==> config.mk <==
export PLATFORM = sky130hd
export DESIGN_NAME = uart_rx_flat
export DESIGN_NICKNAME = d
export VERILOG_FILES = /design/src/rtl/uart_rx_if.sv /design/src/rtl/uart_rx.sv /design/src/flat_wrapper.sv
export SDC_FILE = /design/constraint.sdc
export NUM_CORES = 1
export LEC_CHECK = 0
export ABC_AREA = 0
export ABC_CLOCK_PERIOD_IN_PS = 4600
export BUFFER_PORTS_ARGS = -buffer_cell sky130_fd_sc_hd__buf_2
export CAP_MARGIN = 10
export CORE_ASPECT_RATIO = 0.6
export CORE_UTILIZATION = 50
export DETAILED_ROUTE_END_ITERATION = 7
export MAX_ROUTING_LAYER = met4
export PLACE_DENSITY = 0.66
export SKIP_LAST_GASP = 1
export SYNTH_ARGS = -nofsm -noshare
export SYNTH_HDL_FRONTEND = slang
export SYNTH_SLANG_ARGS = --single-unit
==> constraint.sdc <==
create_clock -name clk -period 4.6 [get_ports clk]
set_input_delay 0.23 -clock clk [delete_from_list [all_inputs] [get_ports clk]]
set_output_delay 0.23 -clock clk [all_outputs]
set_load 0.02 [all_outputs]
==> src/rtl/uart_rx_if.sv <==
// Receiver-side signal bundle: serial line in, byte and strobes out.
// slave is the receiver's view; master is the view of whatever drives rx and consumes bytes.
interface uart_rx_if;
   logic       rx;
   logic [7:0] rx_data;
   logic       rx_valid;
   logic       frame_err;
   logic       busy;

   modport slave (
      input  rx,
      output rx_data,
      output rx_valid,
      output frame_err,
      output busy
   );

   modport master (
      output rx,
      input  rx_data,
      input  rx_valid,
      input  frame_err,
      input  busy
   );
endinterface

==> src/rtl/uart_rx.sv <==
// 8N1 UART receiver with internal bit timing, mid-bit sampling and framing-error detection.
// A break (line held low past the stop bit) reports one frame_err and then waits for idle.
module uart_rx #(
   parameter int CLK_FREQ = 1_000_000,
   parameter int BAUD     = 9600
) (
   input logic     clk,
   input logic     rst,
   uart_rx_if.slave bus
);

   localparam int          CLKS_PER_BIT = CLK_FREQ / BAUD;
   localparam int          HALF_BIT     = CLKS_PER_BIT / 2;
   localparam logic [31:0] HALF_LAST    = 32'(HALF_BIT - 1);
   localparam logic [31:0] BIT_LAST     = 32'(CLKS_PER_BIT - 1);

   typedef enum logic [2:0] {IDLE, START, DATA, STOP, BREAK} state_t;

   state_t      state, state_next;
   logic        rx_m, rx_s;
   logic [31:0] count, count_next;
   logic [2:0]  bit_idx, bit_idx_next;
   logic [7:0]  shift, shift_next;
   logic [7:0]  data_hold, data_next;
   logic        valid_pulse, valid_next;
   logic        err_pulse, err_next;
   logic        busy_flag;

   // Two-flop synchronizer; the line idles high so reset loads ones.
   always_ff @(posedge clk or posedge rst) begin
      if (rst) begin
         rx_m <= 1'b1;
         rx_s <= 1'b1;
      end else begin
         rx_m <= bus.rx;
         rx_s <= rx_m;
      end
   end

   always_ff @(posedge clk or posedge rst) begin
      if (rst) begin
         state       <= IDLE;
         count       <= '0;
         bit_idx     <= '0;
         shift       <= '0;
         data_hold   <= '0;
         valid_pulse <= 1'b0;
         err_pulse   <= 1'b0;
         busy_flag   <= 1'b0;
      end else begin
         state       <= state_next;
         count       <= count_next;
         bit_idx     <= bit_idx_next;
         shift       <= shift_next;
         data_hold   <= data_next;
         valid_pulse <= valid_next;
         err_pulse   <= err_next;
         busy_flag   <= (state_next != IDLE);
      end
   end

   // START waits half a bit so every later full-bit wait lands mid-bit.
   always_comb begin
      state_next   = state;
      count_next   = count + 32'd1;
      bit_idx_next = bit_idx;
      shift_next   = shift;
      data_next    = data_hold;
      valid_next   = 1'b0;
      err_next     = 1'b0;
      case (state)
         IDLE: begin
            count_next = '0;
            if (!rx_s) state_next = START;
         end
         START: begin
            if (count == HALF_LAST) begin
               count_next   = '0;
               bit_idx_next = '0;
               state_next   = rx_s ? IDLE : DATA;
            end
         end
         DATA: begin
            if (count == BIT_LAST) begin
               count_next   = '0;
               shift_next   = {rx_s, shift[7:1]};
               bit_idx_next = bit_idx + 3'd1;
               if (bit_idx == 3'd7) state_next = STOP;
            end
         end
         STOP: begin
            if (count == BIT_LAST) begin
               count_next = '0;
               if (rx_s) begin
                  data_next  = shift;
                  valid_next = 1'b1;
                  state_next = IDLE;
               end else begin
                  err_next   = 1'b1;
                  state_next = BREAK;
               end
            end
         end
         BREAK: begin
            count_next = '0;
            if (rx_s) state_next = IDLE;
         end
         default: begin
            count_next = '0;
            state_next = IDLE;
         end
      endcase
   end

   assign bus.rx_data   = data_hold;
   assign bus.rx_valid  = valid_pulse;
   assign bus.frame_err = err_pulse;
   assign bus.busy      = busy_flag;

endmodule

==> src/flat_wrapper.sv <==
// flat-port wrapper written by rule: the top's interface ports become plain ports
module uart_rx_flat 
#(
   parameter int CLK_FREQ = 1_000_000,
   parameter int BAUD     = 9600
)
  (clk, rst, bus_rx, bus_rx_data, bus_rx_valid, bus_frame_err, bus_busy);
  uart_rx_if bus_i ();
  input logic clk;
  input logic rst;
  input wire logic [$bits(bus_i.rx)-1:0] bus_rx;
  output wire logic [$bits(bus_i.rx_data)-1:0] bus_rx_data;
  output wire logic [$bits(bus_i.rx_valid)-1:0] bus_rx_valid;
  output wire logic [$bits(bus_i.frame_err)-1:0] bus_frame_err;
  output wire logic [$bits(bus_i.busy)-1:0] bus_busy;
  assign bus_i.rx = bus_rx;
  assign bus_rx_data = bus_i.rx_data;
  assign bus_rx_valid = bus_i.rx_valid;
  assign bus_frame_err = bus_i.frame_err;
  assign bus_busy = bus_i.busy;
  uart_rx #(.CLK_FREQ(CLK_FREQ), .BAUD(BAUD)) u_core (.clk(clk), .rst(rst), .bus(bus_i));
endmodule
==> results of run 1 <==
## cell type report
class	instances	area (µm²)	area share, %
flip-flops and latches	59	1480	47.5
clock buffers	11	151	4.87
multi-input cells	182	1240	40.0
well taps	66	82.6	2.65
repair buffers	15	82.6	2.65
clock inverters	4	50.0	1.61
inverters	6	22.5	0.724
## routing by layer
metal | vias to the layer above | share of wire, % | GRT usage, %
li1 | 918 | - | -
met1 | 868 | 55 | 29.4
met2 | 33 | 40 | 28.7
met3 | 6 | 3.7 | 6.43
met4 | 0 | 0.95 | 6.06
met5 | - | 0 | -
## cells in the mapped netlist, types with 2 or more instances
| master | number | area (µm²) |
|---|---|---|
| inv_1 | 6 | 22.5 |
| nor2_1 | 45 | 169 |
| dfrtp_1 | 57 | 1430 |
| and3_1 | 3 | 18.8 |
| nand2_1 | 20 | 75.1 |
| nor4_1 | 6 | 37.5 |
| o21a_1 | 2 | 15.0 |
| ha_1 | 3 | 37.5 |
| xor2_1 | 24 | 210 |
| clkbuf_1 | 3 | 11.3 |
| nor4_2 | 2 | 25.0 |
| mux2_2 | 9 | 101 |
| mux2_4 | 8 | 120 |
| nand4_1 | 13 | 81.3 |
| mux2i_1 | 2 | 20.0 |
| dfstp_2 | 2 | 52.6 |
| and4_1 | 3 | 26.3 |
| nand3_1 | 13 | 65.1 |
| nor3b_1 | 3 | 22.5 |
| xnor2_1 | 6 | 52.6 |
| o21ai_0 | 2 | 10.0 |
## worst min path at each step
stage / to / slack (ps) / cells past startpoint
3_5_place_dp: u_core.rx_m / 340 / 1
6_report: u_core.shift[0] / 100 / 3
3_3_place_gp: u_core.rx_m / 340 / 1
2_1_floorplan: u_core.rx_m / 230 / 0
5_1_grt: u_core.bus.rx_data[4] / 170 / 3
4_1_cts: u_core.bus.rx_data[4] / 120 / 3
## flip-flops by register name, indices dropped and copies added, names as in the netlist
signal and flops:
u_core.count 32, u_core.bus.frame_err 1, u_core.bit_idx 3, u_core.rx_s 1, u_core.bus.rx_valid 1, u_core.bus.rx_data 8
u_core.bus.busy 1, u_core.rx_m 1, u_core.state 3, u_core.shift 8
## placed cells by master (no fill, tap or decap), types with 2 or more instances in the layout
cell	count
dfrtp_1	57
nor2_1	45
xor2_1	24
nand2_1	20
nand4_1	13
nand3_1	13
buf_2	13
clkbuf_8	11
mux2_2	9
mux2_4	8
nor4_1	6
xnor2_1	6
inv_1	5
nor3b_1	3
and4_1	3
and3_1	3
ha_1	3
o21ai_0	2
nor4_2	2
o21a_1	2
mux2i_1	2
clkinvlp_4	2
dfstp_2	2
## metrics by stage
stage	utilization, %	setup slack, ps	cells
floorplan	-	2400	252
global placement	55.7	2030	327
detailed placement	55.7	2030	327
CTS	59.8	1980	343
global route	59.8	1710	343
finish	59.8	1980	343
## kinds of logic (layout without fill, tap and decap cells)
kind of cell	count (synthesis)	after routing	synth area share (%)
buf+inv	11	36	1.76
mux	19	19	8.71
compound gates	7	7	1.67
fa+ha+maj	3	3	1.35
flops	59	59	53.4
xor+xnor	30	30	9.48
simple gates	123	123	23.7
## report_power, final
group	switching (mW)	internal, mW	leakage [nW]	total, mW
Clock	0.194	0.275	0.0974	0.470
Sequential	0.000756	0.521	0.798	0.521
Combinational	0.0102	0.00189	0.612	0.0121
Total	0.205	0.798	1.51	1.00
## worst register-to-register path, delay by kind of cell, from the launching register on
family | cells | cell delay [ps]
and+or+nand+nor | 3 | 780
AOI/OAI and AO/OA | 2 | 1250
DFF | 1 | 440
==> flow_summary.json, run 1 <==
{
  "drtIter0Drc": 67,
  "r2r_setup_slack_ps": 1980,
  "finalCritPeriodShare_pct": 57.0,
  "avgRoutedWirePerCell_um": 14.7,
  "num-fill-cells": 447,
  "finalClockSkew_ps": 8.53,
  "place_area_um2": 2900,
  "crit_type": "reg -> reg",
  "drive_gt1_share_pct": 21.7,
  "cap_violations": 0,
  "die-height_um": 59.7,
  "clkTransAtPathRegs_ps": 60,
  "synth_flop_cell": "dfrtp_1",
  "yosysUniqueCellTypes": 41,
  "cts_root_buf": "clkbuf_8",
  "holdCritPathClass": "in -> async",
  "grt_max_degree": 60,
  "cts_sinks": 59,
  "p_per_area_nw_per_um2": 322,
  "setup_viol": 0,
  "rows": 20,
  "hold_violations": 0,
  "portBuffers": 13,
  "netlist_area_um2": 2770,
  "post_cts_resized": 0,
  "ir_drop_mv": 0.198,
  "nets": 279,
  "ios": 14,
  "via_count": 1825,
  "cts_buffers": 9,
  "gp_congestion": 0.771,
  "drt-total-wl_mm": 5.05,
  "dieArea_um2": 5850,
  "rsz0062_at_grt": "no",
  "period_minus_slack_ps": 2620,
  "syn-mean-instance-area_um2": 11.0,
  "slew_headroom_pct": 22.3,
  "worst-path-stages": 5,
  "synth_nets": 258,
  "synth_seq_area_share_pct": 53.4,
  "startpoint_type": "register",
  "slew_viol_final": 0,
  "cts_tree": "yes",
  "violations": "DRC",
  "core_um2": 5200,
  "max_stage_delay_ps": 840,
  "crit_path_end_kind": "register",
  "dpl.hpwl_mm": 3.36,
  "r2r_start": "u_core.count[21]",
  "critPathTopFamily": "compound AO/OA/AOI/OAI gates",
  "path_cells": "nor4_1, nand4_1, o21ai_0, a21o_1, nor2_1",
  "leakage_nw": 1.51,
  "cts.htree.levels": 3,
  "area_growth_pct": 12.3,
  "remaining_drc_errors": 2,
  "clk_latency_ps": 330,
  "crit_fanout": 32,
  "hold-worst-slack_ps": 99.2,
  "setup_tns_ps": 0,
  "antenna_left": 0,
  "slowest_stage": "a21o_1",
  "post_drt_via_cell_ratio": 5.32,
  "status": "finished with violations",
  "clk_path_buf_depth": 2,
  "crit_end": "u_core.count[7]",
  "reg2reg_depth": 5,
  "initial_core_util_pct": 53.2,
  "postCtsHoldBufs": 1,
  "synth_edf_count": 0,
  "ys_warn_count": 0,
  "cp.buffers_inverters": 0,
  "p_total_mw": 1.00,
  "startpoint": "u_core.count[21]",
  "cts_setup_buffers": 0,
  "fp.dieW_um": 98.1,
  "final_area_um2": 3110,
  "antenna_found_initial": 0,
  "netlist_instances": 252,
  "grt.total_usage_pct": 20.8,
  "grt_pass1_wl_mm": 8.81,
  "arrival_ps": 2780,
  "firstDrtPassIters": 6,
  "worstPathRequired_ps": 4760,
  "fmax_ghz": 0.381,
  "worstMarginPinSlew_ps": 1160,
  "diodes": 0,
  "gr-total-overflow": 0,
  "async_flop_share_pct": 100,
  "r2r-end": "u_core.count[7]",
  "grt_pass1_vias": 1787,
  "synth_seq_cells": 59
}
(Power assumes the default switching activity.)
==> run 2, diff against run 1 <==
--- a/config.mk
+++ b/config.mk
@@ -5,15 +5,15 @@
 export SDC_FILE = /design/constraint.sdc
 export NUM_CORES = 1
 export LEC_CHECK = 0
-export ABC_AREA = 0
-export ABC_CLOCK_PERIOD_IN_PS = 4600
+export ABC_AREA = 1
+export ABC_CLOCK_PERIOD_IN_PS = 2200
 export BUFFER_PORTS_ARGS = -buffer_cell sky130_fd_sc_hd__buf_2
 export CAP_MARGIN = 10
 export CORE_ASPECT_RATIO = 0.6
 export CORE_UTILIZATION = 50
 export DETAILED_ROUTE_END_ITERATION = 7
 export MAX_ROUTING_LAYER = met4
-export PLACE_DENSITY = 0.66
+export PLACE_DENSITY = 0.68
 export SKIP_LAST_GASP = 1
 export SYNTH_ARGS = -nofsm -noshare
 export SYNTH_HDL_FRONTEND = slang
==> constraint.sdc (replaced) <==
create_clock -name clk -period 2.2 [get_ports clk]
set_input_delay 0.11 -clock clk [delete_from_list [all_inputs] [get_ports clk]]
set_output_delay 0.11 -clock clk [all_outputs]
set_load 0.02 [all_outputs]
==> flow_summary.json, run 2 <==
{
  "cts.htree.levels": 3,
  "drtIter0Drc": 170,
  "remaining_drc_errors": 0,
  "cts_buffers": 9,
  "synth.most_common_cell": "nand2_1",
  "setup_viol": 0,
  "hold_violations": 0,
  "netlist_area_um2": 3270,
  "core_um2": 6190,
  "internal_power_mw": 1.88,
  "layout_common_cells": "nand2_1 (116), nor2_1 (78), dfrtp_1 (57)",
  "grt_max_degree": 32,
  "crit_fanout": 24,
  "synth_edf_count": 0,
  "fp.dieW_um": 106,
  "path_cells": "ha_1, inv_1, nor3_1, nand2_1, nor2_1, nand2_1, nand2_2, o21ai_1, nand2_2, buf_12, nor2_1",
  "antenna_found_initial": 0,
  "swShare_pct": 19.6,
  "r2r_setup_slack_ps": 280,
  "synth_seq_cells": 59,
  "ys_warn_count": 0,
  "setup_tns_ps": 0,
  "gr-total-overflow": 0,
  "startpoint_type": "register",
  "pwr-share-seq_pct": 46.7,
  "ios": 14,
  "top_register": "u_core.count",
  "slew_viol_final": 0,
  "synth.area.top_cells": "dfrtp_1 (44%), nand2_1 (13%), nor2_1 (9.0%)",
  "yosysUniqueCellTypes": 28,
  "largest_reg_flops": 32,
  "multiInputGateArea_um2": 1500,
  "place_area_um2": 3450,
  "critPathTopFamily": "simple AND/OR/NAND/NOR gates",
  "drive_gt1_share_pct": 16.1,
  "clk_latency_ps": 350,
  "finalClockSkew_ps": 9.23,
  "holdCritPathClass": "reg -> reg",
  "post_drt_via_cell_ratio": 5.07,
  "avgRoutedWirePerCell_um": 13.6,
  "antenna_left": 0,
  "pwr-share-comb_pct": 1.4,
  "leakage_nw": 1.74,
  "rsz0062_at_grt": "no",
  "finalCritPeriodShare_pct": 87.1,
  "crit_type": "reg -> reg",
  "area_growth_pct": 13.6,
  "nets": 466,
  "p_per_area_nw_per_um2": 629,
  "fmax_ghz": 0.522,
  "slowest_stage": "dfrtp_1",
  "synth_seq_area_share_pct": 45.3,
  "grt_pass1_wl_mm": 12.2,
  "max_stage_delay_ps": 390,
  "drt-total-wl_mm": 7.44,
  "synth_nets": 440,
  "cap_violations": 0,
  "synth_top_cell_area_share_pct": 43.7,
  "num-fill-cells": 572,
  "worstMarginPinSlew_ps": 684,
  "grt.total_usage_pct": 24.6,
  "layout_commonest_cell": "nand2_1",
  "netlist_instances": 434,
  "status": "finished clean",
  "cts_setup_buffers": 0,
  "gp_congestion": 0.902,
  "portBuffers": 13,
  "pwr-share-clk_pct": 51.9,
  "worstPathRequired_ps": 2430,
  "syn-mean-instance-area_um2": 7.52,
  "via_count": 2782,
  "synth_common_cells": "nand2_1 (116), nor2_1 (78), dfrtp_1 (57), inv_1 (57), nand3_1 (24)",
  "cts_sinks": 59,
  "clk_path_buf_depth": 2,
  "slew_headroom_pct": 54.3,
  "cp.buffers_inverters": 2,
  "crit_path_end_kind": "register",
  "area.sequential_um2": 1480,
  "grt_pass1_vias": 2549,
  "synth_flop_cell": "dfrtp_1",
  "die-height_um": 64.6,
  "dieArea_um2": 6870,
  "firstDrtPassIters": 4,
  "period_minus_slack_ps": 1920,
  "p_switching_mw": 0.457,
  "clkTransAtPathRegs_ps": 70,
  "final_area_um2": 3710,
  "cts_tree": "yes",
  "initial_core_util_pct": 52.7,
  "async_flop_share_pct": 100,
  "diodes": 0,
  "synth_top_cell_by_area": "dfrtp_1",
  "cts_root_buf": "clkbuf_8",
  "rows": 22,
  "arrival_ps": 2150,
  "ir_drop_mv": 0.417,
  "dpl.hpwl_mm": 5.59
}
-- run 2: routing by layer --
layer,global-route usage [%],up-vias,routed length [µm]
li1,-,1391,-
met1,34.2,1316,3780
met2,32.9,65,2980
met3,8.95,10,571
met4,7.99,0,102
met5,-,-,0
-- run 2: layout make-up --
class	count	area share [%]
inverters	62	6.27
clock inverters	5	2.70
flip-flops and latches	59	39.9
repair buffers	20	3.98
multi-input cells	308	40.5
clock buffers	11	3.81
well taps	84	2.83
-- run 2: timing repair --
action | CTS | global route
gates resized for setup | 0 | 0
endpoints found under the hold margin | 30 | 0
endpoints found under the setup margin | 0 | 0
hold buffers | 2 | 0
-- run 2: stage by stage --
step	std cells	power [mW]	hold WS, ps	setup WS [ps]	util (%)
6_report	549	2.33	370	283	59.9
5_1_grt	549	2.41	372	97.5	59.9
4_1_cts	549	2.36	369	286	59.9
3_5_place_dp	531	1.14	217	295	55.7
3_3_place_gp	531	1.14	216	373	55.7
2_1_floorplan	434	1.13	114	621	-
-- run 2: cells by family (layout without fill, tap and decap cells) --
group / Yosys count / count (layout) / synth area share (%)
compound gates: 27 / 27 / 6.17
xor+xnor: 16 / 16 / 4.29
fa+ha+maj: 3 / 3 / 1.15
buf+inv: 67 / 98 / 8.66
flops: 59 / 59 / 45.3
simple gates: 262 / 262 / 34.4
-- run 2: final timing paths --
| check | from | end | cells after the start |
|---|---|---|---|
| worst max-delay path | u_core.count[0] | u_core.count[4] | 11 |
| worst min-delay path | u_core.rx_m | u_core.rx_s | 0 |
| worst max register to register | u_core.count[0] | u_core.count[4] | 11 |
| worst min register to register | u_core.rx_m | u_core.rx_s | 0 |
| max in group asynchronous | rst | u_core.rx_s | 4 |
| min in group asynchronous | rst | u_core.bit_idx[2] | 3 |
-- run 2: power groups by stage --
| stage | clock network (mW) | logic, mW | registers [mW] |
|---|---|---|---|
| 3_5_place_dp | 0 | 0.0324 | 1.11 |
| 4_1_cts | 1.24 | 0.0351 | 1.09 |
| 3_3_place_gp | 0 | 0.0325 | 1.11 |
| 5_1_grt | 1.28 | 0.0389 | 1.09 |
| 6_report | 1.21 | 0.0328 | 1.09 |
| 2_1_floorplan | 0 | 0.0173 | 1.11 |
